File: config.mk
export PLATFORM = sky130hd
export DESIGN_NAME = hex_display_scan_flat
export DESIGN_NICKNAME = d
export VERILOG_FILES = /design/src/rtl/hex_display_scan_if.sv /design/src/rtl/hex_display_scan.sv /design/src/flat_wrapper.sv
export SDC_FILE = /design/constraint.sdc
export NUM_CORES = 1
export LEC_CHECK = 0
export CAP_MARGIN = 30
export CORE_MARGIN = 2
export CORE_UTILIZATION = 55
export CTS_CLUSTER_SIZE = 24
export DETAILED_ROUTE_END_ITERATION = 16
export GPL_ROUTABILITY_DRIVEN = 0
export PLACE_DENSITY = 0.81
export SYNTH_ARGS = -nofsm -noshare
export SYNTH_HDL_FRONTEND = slang
export SYNTH_SLANG_ARGS = --single-unit
File: constraint.sdc
create_clock -name clk -period 3.6 [get_ports clk]
set_clock_uncertainty 0.1 [all_clocks]
set_input_delay 0.72 -clock clk [delete_from_list [all_inputs] [get_ports clk]]
set_output_delay 0.72 -clock clk [all_outputs]
set_load 0.1 [all_outputs]
File: src/rtl/hex_display_scan_if.sv
// hex_display_scan_if
//    Bundles the data, control and display signals of hex_display_scan.
//    master : the producer side (input stage / testbench); it drives the word and
//             the display controls and observes the display pins.
//    slave  : the display scanner; it consumes the word and controls and drives
//             an/seg/dp.
//    Signals:
//       usr_input [15:0]  hex word, [3:0] = digit 0
//       load              capture strobe for usr_input
//       blank_lz          blank leading-zero digits
//       blink_en  [3:0]   per-digit blink mask
//       dp_en     [3:0]   per-digit decimal point enable
//       an        [3:0]   digit enables
//       seg       [6:0]   segments {g,f,e,d,c,b,a}
//       dp                decimal point
interface hex_display_scan_if;
   logic [15:0] usr_input;
   logic        load;
   logic        blank_lz;
   logic [3:0]  blink_en;
   logic [3:0]  dp_en;
   logic [3:0]  an;
   logic [6:0]  seg;
   logic        dp;

   modport master (
      output usr_input, load, blank_lz, blink_en, dp_en,
      input  an, seg, dp
   );

   modport slave (
      input  usr_input, load, blank_lz, blink_en, dp_en,
      output an, seg, dp
   );
endinterface

File: src/rtl/hex_display_scan.sv
// hex_display_scan
//    Captures a 16-bit hex word on a load strobe and scans it onto a 4-digit
//    multiplexed seven-segment display, digit 0 (LSB nibble) first. Each digit
//    slot lasts REFRESH_DIV clocks. Optional leading-zero blanking and per-digit
//    blinking (blink half-period = BLINK_DIV full scan frames).
//    Ports:
//       clk   system clock
//       rst   synchronous active-high reset; all display outputs off
//       bus   slave side of hex_display_scan_if (usr_input, load, blank_lz,
//             blink_en, dp_en in; an, seg, dp out, registered)
//    Parameters:
//       REFRESH_DIV  clocks per digit slot (>=2)
//       BLINK_DIV    scan frames per blink half-period (>=1)
//       ACTIVE_LOW   1: an/seg/dp are active-low; 0: active-high
module hex_display_scan #(
   parameter int unsigned REFRESH_DIV = 100000,
   parameter int unsigned BLINK_DIV   = 250,
   parameter bit          ACTIVE_LOW  = 1'b1
) (
   input logic              clk,
   input logic              rst,
   hex_display_scan_if.slave bus
);

   localparam int unsigned TW = $clog2(REFRESH_DIV);
   localparam int unsigned BW = (BLINK_DIV > 1) ? $clog2(BLINK_DIV) : 1;
   localparam logic [TW-1:0] TICK_LAST  = TW'(REFRESH_DIV - 1);
   localparam logic [BW-1:0] BLINK_LAST = BW'(BLINK_DIV - 1);

   // Output polarity masks: XOR with these turns "on = 1" into the pin level.
   localparam logic [3:0] AN_POL  = {4{ACTIVE_LOW}};
   localparam logic [6:0] SEG_POL = {7{ACTIVE_LOW}};

   logic [15:0]   disp_val_q,  disp_val_d;
   logic [TW-1:0] tick_q,      tick_d;
   logic [1:0]    digit_sel_q, digit_sel_d;
   logic [BW-1:0] blink_cnt_q, blink_cnt_d;
   logic          blink_ph_q,  blink_ph_d;
   logic [3:0]    an_q,        an_d;
   logic [6:0]    seg_q,       seg_d;
   logic          dp_q,        dp_d;

   logic          slot_end;
   logic          frame_end;
   logic [3:0]    nibble;
   logic          lz_zero;
   logic          dark;
   logic [3:0]    an_on;
   logic [6:0]    seg_on;
   logic          dp_on;

   // Active-high {g,f,e,d,c,b,a} pattern for one hex digit.
   function automatic logic [6:0] hex_decode(input logic [3:0] n);
      logic [6:0] s;
      case (n)
         4'h0: s = 7'b0111111;
         4'h1: s = 7'b0000110;
         4'h2: s = 7'b1011011;
         4'h3: s = 7'b1001111;
         4'h4: s = 7'b1100110;
         4'h5: s = 7'b1101101;
         4'h6: s = 7'b1111101;
         4'h7: s = 7'b0000111;
         4'h8: s = 7'b1111111;
         4'h9: s = 7'b1101111;
         4'hA: s = 7'b1110111;
         4'hB: s = 7'b1111100;
         4'hC: s = 7'b0111001;
         4'hD: s = 7'b1011110;
         4'hE: s = 7'b1111001;
         default: s = 7'b1110001;
      endcase
      return s;
   endfunction

   // Scan timing, blink phase and word capture.
   always_comb begin
      disp_val_d  = bus.load ? bus.usr_input : disp_val_q;
      tick_d      = tick_q;
      digit_sel_d = digit_sel_q;
      blink_cnt_d = blink_cnt_q;
      blink_ph_d  = blink_ph_q;

      slot_end  = (tick_q == TICK_LAST);
      frame_end = slot_end && (digit_sel_q == 2'd3);

      if (slot_end) begin
         tick_d      = '0;
         digit_sel_d = digit_sel_q + 2'd1;
      end else begin
         tick_d = tick_q + TW'(1);
      end

      if (frame_end) begin
         if (blink_cnt_q == BLINK_LAST) begin
            blink_cnt_d = '0;
            blink_ph_d  = ~blink_ph_q;
         end else begin
            blink_cnt_d = blink_cnt_q + BW'(1);
         end
      end
   end

   // Display outputs for the currently selected digit; registered below, so the
   // pins follow the scan state one clock later.
   always_comb begin
      nibble = disp_val_q[{digit_sel_q, 2'b00} +: 4];

      // A digit is a leading zero when it and every more significant nibble is 0;
      // digit 0 is never blanked so an all-zero word still shows "0".
      case (digit_sel_q)
         2'd0:    lz_zero = 1'b0;
         2'd1:    lz_zero = (disp_val_q[15:4]  == 12'h000);
         2'd2:    lz_zero = (disp_val_q[15:8]  == 8'h00);
         default: lz_zero = (disp_val_q[15:12] == 4'h0);
      endcase

      dark = (bus.blank_lz && lz_zero) || (bus.blink_en[digit_sel_q] && blink_ph_q);

      an_on  = dark ? '0 : (4'b0001 << digit_sel_q);
      seg_on = dark ? '0 : hex_decode(nibble);
      dp_on  = !dark && bus.dp_en[digit_sel_q];

      an_d  = an_on  ^ AN_POL;
      seg_d = seg_on ^ SEG_POL;
      dp_d  = dp_on  ^ ACTIVE_LOW;
   end

   always_ff @(posedge clk) begin
      if (rst) begin
         disp_val_q  <= '0;
         tick_q      <= '0;
         digit_sel_q <= '0;
         blink_cnt_q <= '0;
         blink_ph_q  <= 1'b0;
         an_q        <= AN_POL;
         seg_q       <= SEG_POL;
         dp_q        <= ACTIVE_LOW;
      end else begin
         disp_val_q  <= disp_val_d;
         tick_q      <= tick_d;
         digit_sel_q <= digit_sel_d;
         blink_cnt_q <= blink_cnt_d;
         blink_ph_q  <= blink_ph_d;
         an_q        <= an_d;
         seg_q       <= seg_d;
         dp_q        <= dp_d;
      end
   end

   assign bus.an  = an_q;
   assign bus.seg = seg_q;
   assign bus.dp  = dp_q;

endmodule

File: src/flat_wrapper.sv
// flat-port wrapper written by rule: the top's interface ports become plain ports
module hex_display_scan_flat 
#(
   parameter int unsigned REFRESH_DIV = 100000,
   parameter int unsigned BLINK_DIV   = 250,
   parameter bit          ACTIVE_LOW  = 1'b1
)
  (clk, rst, bus_usr_input, bus_load, bus_blank_lz, bus_blink_en, bus_dp_en, bus_an, bus_seg, bus_dp);
  hex_display_scan_if bus_i ();
  input logic clk;
  input logic rst;
  input wire logic [$bits(bus_i.usr_input)-1:0] bus_usr_input;
  input wire logic [$bits(bus_i.load)-1:0] bus_load;
  input wire logic [$bits(bus_i.blank_lz)-1:0] bus_blank_lz;
  input wire logic [$bits(bus_i.blink_en)-1:0] bus_blink_en;
  input wire logic [$bits(bus_i.dp_en)-1:0] bus_dp_en;
  output wire logic [$bits(bus_i.an)-1:0] bus_an;
  output wire logic [$bits(bus_i.seg)-1:0] bus_seg;
  output wire logic [$bits(bus_i.dp)-1:0] bus_dp;
  assign bus_i.usr_input = bus_usr_input;
  assign bus_i.load = bus_load;
  assign bus_i.blank_lz = bus_blank_lz;
  assign bus_i.blink_en = bus_blink_en;
  assign bus_i.dp_en = bus_dp_en;
  assign bus_an = bus_i.an;
  assign bus_seg = bus_i.seg;
  assign bus_dp = bus_i.dp;
  hex_display_scan #(.REFRESH_DIV(REFRESH_DIV), .BLINK_DIV(BLINK_DIV), .ACTIVE_LOW(ACTIVE_LOW)) u_core (.clk(clk), .rst(rst), .bus(bus_i));
endmodule
==> impl_results.md <==
* Status: finished clean
* DP Wirelength at ~3.8 mm
* CP Cell Sequence: clkdlybuf4s50_1
* P per Cell Area at 374.9 mW/mm²
* Commonest non-fill, non-tap cells in the layout: dfxtp_1, clkdlybuf4s50_1, nor2_1
* Nets@finish at 356
* Setup Fix Bufs, Post-CTS at 0
* Avg Cell Area, Syn at between 9 and 10 µm²
* Core Footprint at ~0.0048 mm²
* Crit path DAT at roughly 1.8 ns
* Synth area leaders: dfxtp_1, mux2i_1, mux4_2
* Global route overflow at 0
* All-layer global routing usage at 0.1998
* Layout cells sized above 1 at 0.06349
* Required @ worst endpoint at approximately 2.8 ns
* Synth area leader: dfxtp_1
* Bufs and invs on worst path at 1
* Mapped Cells at between 200 and 300
* # diodes at 0
* Clk sinks at 56
* Cell Area, Synth at 0.002728 mm²
* Vias in the first global route at approximately 1900
* Most common cell after layout, fill and taps aside: dfxtp_1
* Final Critical Period at 2.592 ns
* Clock buffer count from CTS at 5
* Synth cell types at 39
* First-pass GRT wire length at 8.514 mm
* Worst Tran Pin Value at 0.9798 ns
* Yosys warnings at 0
* I/O pins at 40
* Max FO, Critical Path at 1
* Clock transition at path regs at 0.10 ns
* Number of synthesized register bits at 56
* Die area at about 0.0055 mm²
* Sequential Power Share at 0.546
* Die W at around 74 µm
* Drt pass-1 iters at 4
* Number of synthesized flops with an enable pin at 0
* WL/cell at 13.66 µm
* Worst Slack Setup Final at 1.008 ns
* Total wire length at 5.219 mm
* Hold Crit Class: register to register
* CTS tree: built
* Period utilization at 0.7199
* Cell family with most CP delay: buffers and inverters
* Rel. slew slack at 0.3448
* Static leakage at between 0.001 and 0.0015 µW
* Fmax at 385.8 MHz
* Root Driver: clkbuf_8
* Hold Vio Cnt, Final at 0
* Post-synth net total at 324
* Bufs on Longest Clock Path at 2
* Area grow syn2layout at 17.94%
* Sequential fraction of the synthesis area at 0.4110
* Setup TNS at 0 ns
* Startpoint types: register
* Post-synth ARST share at 0
* Die height at 74.42 µm
* Fill count at 400
* Cts repair resizes at 0
* Finish-stage setup viols at 0
* Number of port buffers at 39
* Vias at 2107
* Slowest stage cell, crit path: clkdlybuf4s50_1
* RSZ-0062 raised after global routing: false
* DRC at 0
* Critical Path Max Stage Delay at 1.13 ns
* Logic pwr share at 0.161
* Initial Utilization at 0.5737
* Cell row count at 25
* Dpl cell area at 0.003123 mm²
* Remaining antenna violation count at 0
* Pins Over Slew Limit at 0
* Internal Power at 877.4 µW
* Top cell type's share of synthesized area at 0.4110
* Max cap viols at 0
* Drt via density at 5.516
* Critical Setup Path Class: register to output port
* Sw frac at 0.2725
* Clock network power share at 0.293
* Pre-CTS WS at ~1.1 ns
* CP Capture Type: output port
* Top FF cell, synth: dfxtp_1
* DRT iter0 DRCs at 99
* Initial antenna violation count at 0
* H-Tree Depth at 2
* Clk_lat worst skew at 0.31 ns
* Hold_buf cts at 0
* Sw power at 328.7 µW
* Largest net degree at the start of global routing at 23
* Peak supply drop at 0.3667 mV
* WHS at 0.3476 ns
* Design area at 0.003217 mm²
[worst register-to-register path, cell delays in order (launching register included)]
cell,delay (ns)
dfxtp_1,0.66
mux4_2,0.65
inv_1,0.16
ha_1,0.16
inv_1,0.05
mux4_2,0.45
nand2b_1,0.15
[power by group through the flow]
stage / clock network [µW] / logic, µW / registers [µW]
6_report: 353 / 194 / 659
5_1_grt: 384 / 207 / 662
4_1_cts: 363 / 195 / 659
3_5_place_dp: 0 / 195 / 673
3_3_place_gp: 0 / 190 / 672
2_1_floorplan: 0 / 71.9 / 732
[through the flow]
stage,instances,total power (µW),util
finish,382,1206,0.6766
floorplan,282,803.5,-
CTS,382,1217,0.6766
global placement,374,862.5,0.6568
global route,382,1253,0.6766
detailed placement,374,867.8,0.6568
[path summary, 6_finish.rpt]
| path | cells after the start | end | startpoint | slack [ns] |
|---|---|---|---|---|
| min | 1 | u_core.tick_q[0]$_SDFF_PP0_ | u_core.tick_q[0]$_SDFF_PP0_ | 0.35 |
| max | 1 | bus_an[0] | u_core.bus.an[0]$_SDFF_PP1_ | 1.01 |
| max reg2reg | 6 | u_core.bus.seg[3]$_SDFF_PP1_ | u_core.digit_sel_q[0]$_SDFFE_PP0P_ | 1.09 |
| min reg2reg | 1 | u_core.tick_q[0]$_SDFF_PP0_ | u_core.tick_q[0]$_SDFF_PP0_ | 0.35 |
[cells in the mapped netlist (4+ instances only)]
master	count
dfxtp_1	56
nor2_1	33
nand2_1	20
mux2i_1	19
a21oi_1	16
ha_1	14
xor2_1	13
nand3_1	12
o21ai_0	9
inv_1	8
mux4_2	8
or3_1	8
nand4_1	7
buf_2	6
o31ai_1	5
or4_1	5
and3_1	4
[cell type report]
type                       count  area [µm²]  area share
clock buffer                   7       86.33     0.02684
clock inverter                 1       7.507    0.002334
inverter                       8       30.03    0.009335
multi-input combinational    203        1490      0.4632
sequential                    56        1121      0.3485
tap                           67       83.83     0.02606
timing repair buffer          40       397.9      0.1237
[state kept, by name (all words and copies together) (netlist names)]
register / flops
u_core.blink_ph_q: 1
u_core.disp_val_q: 16
u_core.bus.seg: 7
u_core.blink_cnt_q: 8
u_core.bus.dp: 1
u_core.tick_q: 17
u_core.bus.an: 4
u_core.digit_sel_q: 2
[logic make-up (layout without fill, tap and decap cells)]
logic type                 after synthesis  in the layout  synth area share
and+or+nand+nor                        107            107            0.2119
DFF                                     56             56            0.4110
AOI/OAI and AO/OA                       40             40           0.08624
muxes                                   27             27            0.1358
buffers and inverters                   23             56           0.04266
xor gates and xnor gates                15             15           0.04817
adders and majority gates               14             14           0.06422
[layer usage]
layer  wire length, µm  track usage  up-vias
met1              2452       0.2557      998
met4                51      0.05357        0
met5                 0            0        -
li1                  -            -     1066
met2              2502       0.3382       38
met3               213      0.04878        5
Power figures use the tool's default switching activity.
